`config.mk`:
```
export PLATFORM = sky130hd
export DESIGN_NAME = master_arb_link
export DESIGN_NICKNAME = d
export VERILOG_FILES = /design/src/rtl/master_arb_link.sv
export SDC_FILE = /design/constraint.sdc
export NUM_CORES = 1
export LEC_CHECK = 0
export BUFFER_PORTS_ARGS = -buffer_cell sky130_fd_sc_hd__buf_2
export CAP_MARGIN = 20
export CORE_MARGIN = 2
export CORE_UTILIZATION = 57
export CTS_CLUSTER_DIAMETER = 30
export DETAILED_ROUTE_END_ITERATION = 10
export GPL_ROUTABILITY_DRIVEN = 1
export PLACE_DENSITY_LB_ADDON = 0.2
export SLEW_MARGIN = 20
export SYNTH_ARGS = -nofsm -noshare
export SYNTH_HDL_FRONTEND = slang
export SYNTH_SLANG_ARGS = --single-unit
```
`constraint.sdc`:
```
create_clock -name clk -period 2.4 [get_ports clk]
set_clock_uncertainty 0.15 [all_clocks]
set_input_delay 0.48 -clock clk [delete_from_list [all_inputs] [get_ports clk]]
set_output_delay 0.48 -clock clk [all_outputs]
set_load 0.05 [all_outputs]
```
`src/rtl/master_arb_link.sv`:
```
// Master-side sequencer for the one-wire arbiter link: REQUEST, ID, grant wait, ACK/NAK, COM, END, release.
// Outputs are registered from the current state, so each line value appears the cycle after state entry.
module master_arb_link #(
  parameter int GRANT_TIMEOUT   = 64,
  parameter int RELEASE_TIMEOUT = 16,
  parameter int MAX_RETRY       = 3,
  parameter int GAP_CYCLES      = 2
) (
  input  logic       clk,
  input  logic       rstn,
  input  logic       req,
  input  logic [1:0] slave_id,
  input  logic       accept,
  input  logic       xfer_done,
  input  logic       arb_grant,
  output logic       arb_line,
  output logic       busy,
  output logic       com_active,
  output logic       fail,
  output logic       nak_done
);
  localparam int MAX_A = (GRANT_TIMEOUT > RELEASE_TIMEOUT) ? GRANT_TIMEOUT : RELEASE_TIMEOUT;
  localparam int MAX_B = (GAP_CYCLES > 4) ? GAP_CYCLES : 4;
  localparam int MAX_T = (MAX_A > MAX_B) ? MAX_A : MAX_B;
  localparam int CW    = $clog2(MAX_T + 1);
  localparam int RW    = (MAX_RETRY > 0) ? $clog2(MAX_RETRY + 1) : 1;

  typedef enum logic [3:0] {
    S_IDLE, S_REQ, S_ID, S_WAIT, S_GAP, S_ACK, S_COM, S_END, S_REL
  } state_t;

  state_t        state, state_nxt;
  logic [CW-1:0] cnt, cnt_nxt;
  logic [RW-1:0] retry, retry_nxt;
  logic [1:0]    id_q, id_nxt;
  logic          nak_q, nak_nxt;
  logic          fail_nxt, nak_done_nxt, line_nxt;
  logic [2:0]    ack_pat;

  // Every counting state clears cnt on exit because cnt_nxt defaults to zero.
  always_comb begin
    state_nxt    = state;
    cnt_nxt      = '0;
    retry_nxt    = retry;
    id_nxt       = id_q;
    nak_nxt      = nak_q;
    fail_nxt     = 1'b0;
    nak_done_nxt = 1'b0;
    case (state)
      S_IDLE: begin
        if (req) begin
          state_nxt = S_REQ;
          id_nxt    = slave_id;
          retry_nxt = '0;
          nak_nxt   = 1'b0;
        end
      end
      S_REQ: begin
        if (cnt == CW'(2)) state_nxt = S_ID;
        else               cnt_nxt   = cnt + 1'b1;
      end
      S_ID: begin
        if (cnt == CW'(1)) state_nxt = S_WAIT;
        else               cnt_nxt   = cnt + 1'b1;
      end
      S_WAIT: begin
        if (arb_grant) begin
          state_nxt = S_ACK;
          nak_nxt   = !accept;
        end else if (cnt == CW'(GRANT_TIMEOUT - 1)) begin
          if (retry < RW'(MAX_RETRY)) begin
            retry_nxt = retry + 1'b1;
            state_nxt = S_GAP;
          end else begin
            fail_nxt  = 1'b1;
            state_nxt = S_IDLE;
          end
        end else begin
          cnt_nxt = cnt + 1'b1;
        end
      end
      S_GAP: begin
        if (cnt == CW'(GAP_CYCLES - 1)) state_nxt = S_REQ;
        else                            cnt_nxt   = cnt + 1'b1;
      end
      S_ACK: begin
        if (cnt == CW'(2)) state_nxt = nak_q ? S_REL : S_COM;
        else               cnt_nxt   = cnt + 1'b1;
      end
      S_COM: begin
        // Grant loss outranks a coincident xfer_done.
        if (!arb_grant) begin
          fail_nxt  = 1'b1;
          state_nxt = S_IDLE;
        end else if (xfer_done) begin
          state_nxt = S_END;
        end
      end
      S_END: state_nxt = S_REL;
      S_REL: begin
        if (!arb_grant) begin
          nak_done_nxt = nak_q;
          state_nxt    = S_IDLE;
        end else if (cnt == CW'(RELEASE_TIMEOUT - 1)) begin
          fail_nxt  = 1'b1;
          state_nxt = S_IDLE;
        end else begin
          cnt_nxt = cnt + 1'b1;
        end
      end
      default: state_nxt = S_IDLE;
    endcase
  end

  always_comb begin
    ack_pat  = nak_q ? 3'b110 : 3'b101;
    line_nxt = 1'b0;
    case (state)
      S_REQ, S_END: line_nxt = 1'b1;
      S_ID:         line_nxt = (cnt == '0) ? id_q[1] : id_q[0];
      S_ACK: begin
        case (cnt[1:0])
          2'd0:    line_nxt = ack_pat[2];
          2'd1:    line_nxt = ack_pat[1];
          default: line_nxt = ack_pat[0];
        endcase
      end
      default:      line_nxt = 1'b0;
    endcase
  end

  always_ff @(posedge clk or negedge rstn) begin
    if (!rstn) begin
      state      <= S_IDLE;
      cnt        <= '0;
      retry      <= '0;
      id_q       <= '0;
      nak_q      <= 1'b0;
      arb_line   <= 1'b0;
      busy       <= 1'b0;
      com_active <= 1'b0;
      fail       <= 1'b0;
      nak_done   <= 1'b0;
    end else begin
      state      <= state_nxt;
      cnt        <= cnt_nxt;
      retry      <= retry_nxt;
      id_q       <= id_nxt;
      nak_q      <= nak_nxt;
      arb_line   <= line_nxt;
      busy       <= (state != S_IDLE);
      com_active <= (state == S_COM);
      fail       <= fail_nxt;
      nak_done   <= nak_done_nxt;
    end
  end
endmodule

```
After elaboration in Yosys (flattened, before gate mapping)
Cells that the tools add are included.
- $add $sub $neg: 2
- $lt $le $gt $ge: 1
- equality and inequality tests: 25
- multiplexer cells: 42
- reductions and logical operators: 13
- operators by type and width (operator ; number):
    2-to-1 mux 4 bit ; 12
    2-to-1 mux 7 bit ; 6
    case mux 4 bit (9 select lines) ; 1
    case mux 7 bit (4 select lines) ; 1
    inequality test 2 bit, second input constant ; 9
    == test 4 x 3 -> 1 bit, second input constant ; 4
    2-to-1 mux 1 bit ; 11
    2-to-1 mux 2 bit ; 5
    inequality test 3 bit, second input constant ; 3
    == test 4 x 2 -> 1 bit, second input constant ; 2
    AND reduction 8 bit ; 1
    adder 7 x 1 -> 7 bit, second input constant ; 1
    == test 7 x 1 -> 1 bit, second input constant ; 1
    == test 7 x 2 -> 1 bit, second input constant ; 1
    == test 7 x 4 -> 1 bit, second input constant ; 1
    == test 7 x 6 -> 1 bit, second input constant ; 1
    zero test 7 bit ; 1
    case mux 1 bit (3 select lines) ; 2
    OR reduction 2 bit ; 3
    AND reduction 5 bit ; 1
    == test 4 x 1 -> 1 bit, second input constant ; 1
    == test 4 bit, second input constant ; 1
    zero test 4 bit ; 1
    case mux 1 bit (2 select lines) ; 2
    11 further kinds ; 11
- flip-flop bits (word level): 21
- bits of input ports: 8
- output and inout port bits: 5
- logic and storage cells: 93

Depth between registers and ports, before layout
Gate-level depths: netlist of run 1.
- depth after elaboration: 5
- mapped depth: 7
- gate-level depth less buffers: 7

Least setup slack after synthesis of run 1
OpenSTA, ideal clock, no wires.
- kind: register -> register
- start point: register cnt[1]
- end point: register state[1]
- library setup time: 125 ps
- arrival: 1823 ps
- path slack: 302 ps
- stages on the path, launching flop included: 8
- path buffers: 0
- clock period less this slack: 2098 ps
- cells stage by stage: dfrtp_1 -> inv_1 -> ha_1 -> nor4b_1 -> a211oi_2 -> nor4b_4 -> o21ai_2 -> mux2_4
- cells in the longest elaborated chain, start to end: 3
- RTL lines (element ; line ; source):
    from (decl) ; 33 ; logic [CW-1:0] cnt, cnt_nxt;
    from (signal assigned) ; 146 ; cnt <= cnt_nxt;
    == test 7 x 4 -> 1 bit (tied with other cells) ; 104 ; end else if (cnt == CW'(RELEASE_TIMEOUT - 1)) begin
    inequality test 3 bit (no source line) / inequality test 2 bit (equally long branches) ; -- ;
    AND reduction 8 bit (no source line) * ; -- ;
    to (signal assigned) ; 145 ; state <= state_nxt;
    to (decl) ; 32 ; state_t state, state_nxt;
Mark *: on every way between the ends. The rest lies on a longest branch, timed or not.
A chain may end at the register's enable or synchronous reset.

Worst setup path in the final report of run 1
- start point: register state[0]
- end point: register state[1]
- cells in the longest elaborated chain, start to end: 3
- RTL lines (element ; line ; source):
    == test 4 bit (tied with other cells) ; 49 ; case (state)
    inequality test 3 bit (no source line) / inequality test 2 bit (equally long branches) ; -- ;
    AND reduction 8 bit (no source line) ; -- ;
Parallel ways exist; a longest one is shown, timed or not.

==> results.py, run 1 <==
metrics = {
    "status": {
        "status": "completed",
    },
    "route": {
        "detail-route-antenna-nets": 0,
        "drt-pass1-iter-count": 4,
        "wl_met2_mm": 1.345,
        "vias": 1031,
        "wl_met1_mm": 1.215,
        "drt_iter0_drc": 26,
        "met3_length_um": 79,
        "top_layer_used": "met4",
        "drcViolationCount": 0,
        "wl_per_cell_um": 15.15,
        "vias_per_cell": 5.825,
        "wl_mm": 2.681,
    },
    "logic_synthesis": {
        "synthMostInstantiatedCell": "dfrtp_1",
        "netlist-cell-type-count": 40,
        "syn_area_um2": 1275,
        "syn_inst": 132,
        "synth-edff-count": 0,
        "ys_ff_latch": 21,
        "synth-seq-area-share": 0.4122,
        "ys_warn_count": 0,
        "netlist_top_cells_count": "21 x dfrtp_1, 12 x nor2_1, 11 x nand3_1",
        "synth.top_cell.area_share": 0.4122,
        "synth_nets": 145,
        "post_synth.cell_area_avg_um2": 9.659,
        "synth_top_flop_cell": "dfrtp_1",
        "ys_top_cells_by_area": "dfrtp_1 41%, ha_1 4.9%, nand3_1 4.3%",
        "synth_top_cell_by_area": "dfrtp_1",
        "synthArstFlopShare": 1.000,
    },
    "grt": {
        "antenna_found_initial": 0,
        "grt_pass1_wl_mm": 4.623,
        "grt_start_max_net_pins": 22,
        "first_global_vias": 1020,
        "gr-total-overflow": 0,
        "grt.total_usage": 0.2393,
    },
    "clock_tree": {
        "cts_sinks": 21,
        "worstSkewPairLatency_ps": 300,
        "htreeDepth": 1,
        "cts_root_buf": "clkbuf_4",
        "cts_buffer_depth": 2,
        "cts_buffers": 3,
        "clk_pin_slew_ps": 110,
        "cts_tree": "built",
    },
    "critical_path": {
        "start_kind": "flip-flop",
        "r2r-end": "state[1]",
        "rr_worst_depth": 5,
        "crit_required_ps": 2440,
        "path_class": "reg2reg",
        "reg2reg_from": "state[0]",
        "cp_max_fo": 15,
        "end_kind": "flip-flop",
        "arrival_ps": 2260,
        "reg2reg_slack_ps": 180,
    },
    "hold_path": {
        "hold_start": "accept",
        "holdPathStages": 2,
        "hold-path-endpoint": "nak_q",
        "hold_class": "in2reg",
    },
    "pwr": {
        "total_power_mw": 1.618,
        "ir_drop_mv": 0.7440,
        "powerDensity_nw_per_um2": 1130,
        "p_leak_nw": 0.6512,
    },
    "sta": {
        "period_share": 0.9235,
        "rsz0062_at_grt": "false",
        "final-setup-viol-count": 0,
        "maxClockFrequency_mhz": 451.2,
        "period_needed_ps": 2216,
        "fin_ws_ps": 183.6,
        "worstMarginPinSlew_ps": 504.5,
        "hold_viol": 0,
        "slew_viol_final": 0,
        "setup_tns_ps": 0,
        "relSlewSlack": 0.6616,
    },
    "finish": {
        "final_util": 0.6597,
        "drive_above_1_share": 0.2282,
        "area_growth_pct": 12.27,
        "nets": 163,
        "diodes": 0,
    },
    "floorplanning": {
        "ios": 13,
        "die_y_um": 51.30,
        "core_area_um2": 2170,
        "die_width_um": 51.30,
        "rows": 17,
        "fp.dieArea_um2": 2631,
        "start_util": 0.5877,
    },
    "place": {
        "dp_hpwl_mm": 2.042,
        "gp_congestion": 0.8482,
        "pre_cts_ws_ps": 102.3,
        "port_buffers": 12,
    },
    "job": {
        "max_cap_violations": 0,
    },
}
[cells by family (layout without fill, tap and decap cells)]
family	Yosys count	after routing	share of synthesized area
and+or+nand+nor	55	55	0.2483
muxes	7	7	0.06575
AOI/OAI and AO/OA	27	27	0.1482
buffers and inverters	11	28	0.03533
adders and majority gates	5	5	0.04907
DFF	21	21	0.4122
xor gates and xnor gates	6	6	0.04122
[how the worst max path moves through the flow]
stage	start	end	slack [ps]	depth (start not counted)
3_5_place_dp	cnt[1]	state[1]	100	7
4_1_cts	cnt[1]	state[1]	50	7
2_1_floorplan	cnt[1]	state[1]	300	7
6_report	state[0]	state[1]	180	5
3_3_place_gp	cnt[1]	state[2]	180	7
5_1_grt	state[0]	state[1]	40	5
[cell usage in the layout, fill, tap and decap left out, types with 3 or more instances in the layout]
cell,Yosys,layout
xnor2_1,4,4
mux2_2,3,3
buf_4,0,6
nand3b_1,3,3
dfrtp_1,21,21
nor3_1,5,5
buf_2,3,12
nor2_1,12,12
o21ai_0,5,5
nand2_1,7,7
inv_1,5,5
ha_1,5,5
nand2b_1,4,4
a21oi_1,8,8
nand3_1,11,11
clkbuf_4,0,3
a211oi_1,4,4
and3_1,3,3
[worst max-delay path, stage by stage, from the launching register on]
cell       delay [ps]
dfrtp_1           630
nand4bb_1         270
a211oi_1          480
nor4b_4           110
o21ai_2           140
mux2_4            330
[per-layer routing]
layer  global-route usage  vias to the layer above
met4               0.1009                        0
met3              0.03509                        4
li1                     -                      508
met1               0.3032                      493
met5                    0                        -
met2               0.4069                       26
[layout make-up]
type / instances / area [um2]
fillers: 196 / 738.2
multi-input cells: 100 / 710.7
flip-flops and latches: 21 / 525.5
repair buffers: 19 / 115.1
well taps: 28 / 35.03
clock buffers: 4 / 26.28
inverters: 5 / 18.77
[repair_timing]
item / in CTS / in global routing
endpoints found under the setup margin: 0 / 3
setup buffers: 0 / 0
gates resized for setup: 0 / 1
hold buffers: 1 / 0
hold endpoints to repair: 21 / 0
[power by group]
part / internal [mW] / total [mW] / leakage, nW / switching, mW
registers: 0.442 / 0.571 / 0.275 / 0.129
clock network: 0.0647 / 0.165 / 0.0150 / 0.100
logic: 0.412 / 0.882 / 0.361 / 0.470
total: 0.919 / 1.62 / 0.651 / 0.699
[per-stage QoR]
step           hold slack [ps]  cell area, um2  std cells
4_1_cts                  209.2            1425        177
5_1_grt                  215.7            1431        177
2_1_floorplan            34.41            1275        132
3_5_place_dp             310.2            1389        172
3_3_place_gp             307.1            1389        172
6_report                 209.1            1431        177
[flip-flops by register name, indices dropped and copies added, names as in the netlist]
| register | flops |
|---|---|
| arb_line | 1 |
| busy | 1 |
| cnt | 7 |
| com_active | 1 |
| fail | 1 |
| id_q | 2 |
| nak_done | 1 |
| nak_q | 1 |
| retry | 2 |
| state | 4 |
No activity file was read; power rests on OpenSTA's default activity.
==> inputs of run 2 (changes only) <==
Settings changed: CORE_MARGIN 2 to not set, CORE_UTILIZATION 57 to 60, CTS_BUF_LIST set to sky130_fd_sc_hd__clkbuf_4 sky130_fd_sc_hd__clkbuf_8.
==> results.py, run 2 (synthesis gave the netlist of run 1 again) <==
metrics = {
    "clock_tree": {
        "ctsResizeCount": 0,
        "cts_tree": "built",
        "worstSkewPairLatency_ps": 310,
        "cts_root_buf": "clkbuf_4",
        "cts_buffer_depth": 2,
        "cts_sinks": 21,
        "cts_buffers": 3,
        "htreeDepth": 1,
        "clk_pin_slew_ps": 120,
    },
    "place": {
        "placed_cells": 171,
        "port_buffers": 12,
        "gp_congestion": 0.8972,
        "pre_cts_ws_ps": 130.4,
        "dp_hpwl_mm": 1.971,
    },
    "finish": {
        "final_common_cell": "dfrtp_1",
        "fin_cells": 177,
        "diodes": 0,
        "nets": 164,
        "largest_registers": "cnt x7, state x4",
        "layout_common_cells": "21 x dfrtp_1, 12 x nor2_1, 12 x buf_2",
        "regMostFlops": "cnt",
        "drive_above_1_share": 0.2333,
        "area_growth_pct": 12.36,
        "largest_reg_flops": 7,
    },
    "pwr": {
        "powerDensity_nw_per_um2": 1159,
        "p_leak_nw": 0.6562,
        "ir_drop_mv": 0.7255,
    },
    "route": {
        "wl_per_cell_um": 15.08,
        "wl_mm": 2.670,
        "detail-route-antenna-nets": 0,
        "drt-pass1-iter-count": 4,
        "vias_per_cell": 5.989,
        "drcViolationCount": 0,
        "drt_iter0_drc": 25,
        "vias": 1060,
    },
    "job": {
        "max_cap_violations": 0,
    },
    "critical_path": {
        "end_kind": "flip-flop",
        "start_kind": "flip-flop",
        "path_class": "reg2reg",
        "crit_required_ps": 2460,
        "r2r-end": "state[1]",
        "rr_worst_depth": 7,
        "reg2reg_from": "cnt[1]",
        "arrival_ps": 2360,
        "cp_max_fo": 4,
        "reg2reg_slack_ps": 100,
    },
    "floorplanning": {
        "rows": 16,
        "fp.dieArea_um2": 2313,
        "die_y_um": 48.10,
        "start_util": 0.6433,
        "die_width_um": 48.10,
        "ios": 13,
        "core_area_um2": 1982,
    },
    "sta": {
        "final-setup-viol-count": 0,
        "hold_viol": 0,
        "worstMarginPinSlew_ps": 476.0,
        "hold_slack_ps": 195.9,
        "maxClockFrequency_mhz": 435.6,
        "fin_ws_ps": 104.6,
        "period_share": 0.9564,
        "relSlewSlack": 0.6802,
        "slew_viol_final": 0,
        "period_needed_ps": 2295,
    },
    "grt": {
        "gr-total-overflow": 0,
        "first_global_vias": 964,
        "antenna_found_initial": 0,
        "grt_start_max_net_pins": 22,
        "grt_pass1_wl_mm": 4.257,
        "grt.total_usage": 0.2712,
    },
    "status": {
        "status": "completed",
    },
    "hold_path": {
        "hold-path-endpoint": "nak_q",
        "hold_start": "accept",
        "holdPathStages": 2,
        "hold_class": "in2reg",
    },
}
==> run 2: cell count changes in the layout (fill, tap and decap cells not counted) <==
| cell | previous run | this run |
|---|---|---|
| buf_4 | 6 | 7 |
| clkbuf_1 | 1 | 0 |
| clkinv_2 | 0 | 1 |
| nor4b_1 | 1 | 2 |
| nor4b_2 | 1 | 0 |
==> run 2: how the worst max path moves through the flow <==
stage / slack, ps / cells after the start / endpoint / startpoint
floorplan: 300 / 7 / state[1] / cnt[1]
detailed placement: 130 / 7 / state[1] / cnt[1]
CTS: 130 / 7 / state[1] / cnt[1]
global placement: 190 / 7 / state[1] / cnt[1]
global route: -20 / 7 / state[2] / cnt[1]
finish: 100 / 7 / state[1] / cnt[1]
==> run 2: repair_timing <==
| item | 4_1_cts | 5_1_grt |
|---|---|---|
| endpoints found under the hold margin | 21 | 0 |
| buffers inserted | 0 | 1 |
| hold buffers | 1 | 0 |
| endpoints found under the setup margin | 0 | 2 |
==> run 2: per-layer routing <==
metal | vias to the layer above | GRT usage | part of all wire
met2 | 26 | 0.4351 | 0.50
met3 | 6 | 0.03704 | 0.027
met4 | 0 | 0.1167 | 0.018
met1 | 515 | 0.3677 | 0.45
li1 | 513 | - | -
met5 | - | 0 | 0
==> run 2: cell type report <==
| type | count | area [um2] |
|---|---|---|
| fillers | 158 | 549.3 |
| clock buffers | 3 | 22.52 |
| repair buffers | 20 | 122.6 |
| well taps | 27 | 33.78 |
| clock inverters | 1 | 5.005 |
| flip-flops and latches | 21 | 525.5 |
| multi-input cells | 100 | 704.4 |
| inverters | 5 | 18.77 |
==> run 2: worst max-delay path: stages (launching register included) <==
cell      delay, ps
dfrtp_1         430
inv_1            90
ha_1            170
nor4b_1         300
a211oi_2        170
nor4b_4         400
o21ai_2         160
mux2_4          320
==> run 2: power breakdown <==
group	switching [mW]	total, mW	internal [mW]
clock network	0.112	0.174	0.0622
registers	0.118	0.561	0.443
logic	0.496	0.926	0.429
==> run 2: through the flow <==
step / power, mW / instance area [um2] / utilization / setup TNS, ps
3_5_place_dp: 1.447 / 1388 / 0.7001 / 0
6_report: 1.661 / 1433 / 0.7229 / 0
3_3_place_gp: 1.419 / 1388 / 0.7001 / 0
2_1_floorplan: 1.234 / 1275 / - / 0
5_1_grt: 1.782 / 1433 / 0.7229 / -31.05
4_1_cts: 1.629 / 1425 / 0.7191 / 0
==> inputs of run 3 (changes only) <==
Settings changed: CAP_MARGIN 20 to not set, RECOVER_POWER set to 50.
==> results.py, run 3 (synthesis gave the netlist of run 1 again) <==
metrics = {
    "finish": {
        "nFillCells": 158,
        "final_common_cell": "dfrtp_1",
        "drive_above_1_share": 0.2267,
        "diodes": 0,
        "fin_cells": 177,
        "seq_area_um2": 525.5,
        "multiInputGateArea_um2": 704.4,
        "layout_common_cells": "21 x dfrtp_1, 12 x nor2_1, 11 x nand3_1, 11 x buf_2, 8 x a21oi_1",
        "largest_reg_flops": 7,
        "regMostFlops": "cnt",
        "nets": 164,
        "area_growth_pct": 12.27,
        "largest_registers": "cnt x7, state x4",
    },
    "critical_path": {
        "worst_path_largest_cell_delay_ps": 430,
        "crit_required_ps": 2460,
        "crit_chain": "inv_1, ha_1, nor4b_1, a211oi_2, nor4b_4, o21ai_2, mux2_4",
        "end_kind": "flip-flop",
        "crit_buf_inv": 1,
        "start_kind": "flip-flop",
        "arrival_ps": 2360,
        "path_class": "reg2reg",
        "cpLargestDelayFamily": "simple AND/OR/NAND/NOR gates",
        "cp_max_fo": 4,
        "cpMaxStageDelayCell": "dfrtp_1",
    },
    "pwr": {
        "power_frac_comb": 0.557,
        "swShare": 0.4366,
        "clkPwrFrac": 0.105,
        "power.net_switching_mw": 0.7231,
        "powerDensity_nw_per_um2": 1157,
        "pwr-share-seq": 0.338,
        "total_power_mw": 1.656,
        "ir_drop_mv": 0.7230,
        "p_leak_nw": 0.6524,
        "p_int_mw": 0.9329,
    },
    "place": {
        "gp_congestion": 0.8972,
        "dp_hpwl_mm": 1.971,
        "pre_cts_ws_ps": 130.4,
        "placed_cells": 171,
        "port_buffers": 12,
    },
    "route": {
        "drcViolationCount": 0,
        "drt_iter0_drc": 23,
        "wl_mm": 2.645,
        "vias": 1054,
        "vias_per_cell": 5.955,
        "drt-pass1-iter-count": 4,
        "wl_per_cell_um": 14.94,
        "detail-route-antenna-nets": 0,
    },
    "clock_tree": {
        "cts_buffer_depth": 2,
        "ctsResizeCount": 0,
        "cts_tree": "built",
        "cts_sinks": 21,
        "cts_root_buf": "clkbuf_4",
        "worstSkewPairLatency_ps": 310,
        "cts_buffers": 3,
        "clk_pin_slew_ps": 120,
        "htreeDepth": 1,
    },
    "floorplanning": {
        "rows": 16,
        "die_y_um": 48.10,
        "core_area_um2": 1982,
        "start_util": 0.6433,
        "die_width_um": 48.10,
        "fp.dieArea_um2": 2313,
        "ios": 13,
    },
    "grt": {
        "first_global_vias": 964,
        "grt_start_max_net_pins": 22,
        "gr-total-overflow": 0,
        "grt.total_usage": 0.2712,
        "grt_pass1_wl_mm": 4.257,
        "antenna_found_initial": 0,
    },
    "sta": {
        "fin_ws_ps": 100.8,
        "maxClockFrequency_mhz": 434.9,
        "slew_viol_final": 0,
        "period_share": 0.9580,
        "final-setup-viol-count": 0,
        "hold_viol": 0,
        "period_needed_ps": 2299,
        "worstMarginPinSlew_ps": 1102,
        "relSlewSlack": 0.2656,
    },
    "hold_path": {
        "hold_class": "in2reg",
    },
    "status": {
        "status": "completed",
    },
    "job": {
        "max_cap_violations": 0,
    },
}
run 3: power by group through the flow:
| stage | combinational [mW] | clock (mW) | sequential, mW |
|---|---|---|---|
| 6_report | 0.922 | 0.174 | 0.560 |
| 5_1_grt | 1.01 | 0.192 | 0.575 |
| 4_1_cts | 0.894 | 0.178 | 0.558 |
| 3_5_place_dp | 0.881 | 0 | 0.566 |
| 3_3_place_gp | 0.858 | 0 | 0.561 |
| 2_1_floorplan | 0.671 | 0 | 0.563 |
run 3: layer usage:
layer	track usage	wire [um]
met3	0.03704	73
met5	0	0
met2	0.4351	1322
met1	0.3677	1201
met4	0.1167	48
run 3: path summary, 6_finish.rpt:
check | startpoint | cells after the start | slack (ps) | endpoint
min | accept | 2 | 200 | nak_q
min in group asynchronous | rstn | 2 | 730 | state[2]
max reg2reg | cnt[1] | 7 | 100 | state[1]
min reg2reg | id_q[0] | 1 | 370 | id_q[0]
max | cnt[1] | 7 | 100 | state[1]
max in group asynchronous | rstn | 2 | 710 | id_q[1]
run 3: stage by stage:
| stage | hold slack, ps | utilization | cell area [um2] | TNS (ps) |
|---|---|---|---|---|
| after floorplan | 34.41 | - | 1275 | 0 |
| after global placement | 300.3 | 0.7001 | 1388 | 0 |
| after detailed placement | 308.5 | 0.7001 | 1388 | 0 |
| after CTS | 194.2 | 0.7191 | 1425 | 0 |
| after global routing | 188.3 | 0.7222 | 1431 | -31.05 |
| final | 196.9 | 0.7222 | 1431 | 0 |
run 3: timing repair:
item | in CTS | in global routing
endpoints found under the setup margin | 0 | 2
hold buffers | 1 | 0
setup buffers | 0 | 1
hold endpoints to repair | 21 | 0
run 3: layout make-up:
type	count	share of cell area
Clock inverter	1	0.003497
Inverter	5	0.01311
Sequential cell	21	0.3671
Multi-Input combinational cell	100	0.4921
Timing Repair Buffer	20	0.08479
Tap cell	27	0.02360
Clock buffer	3	0.01573
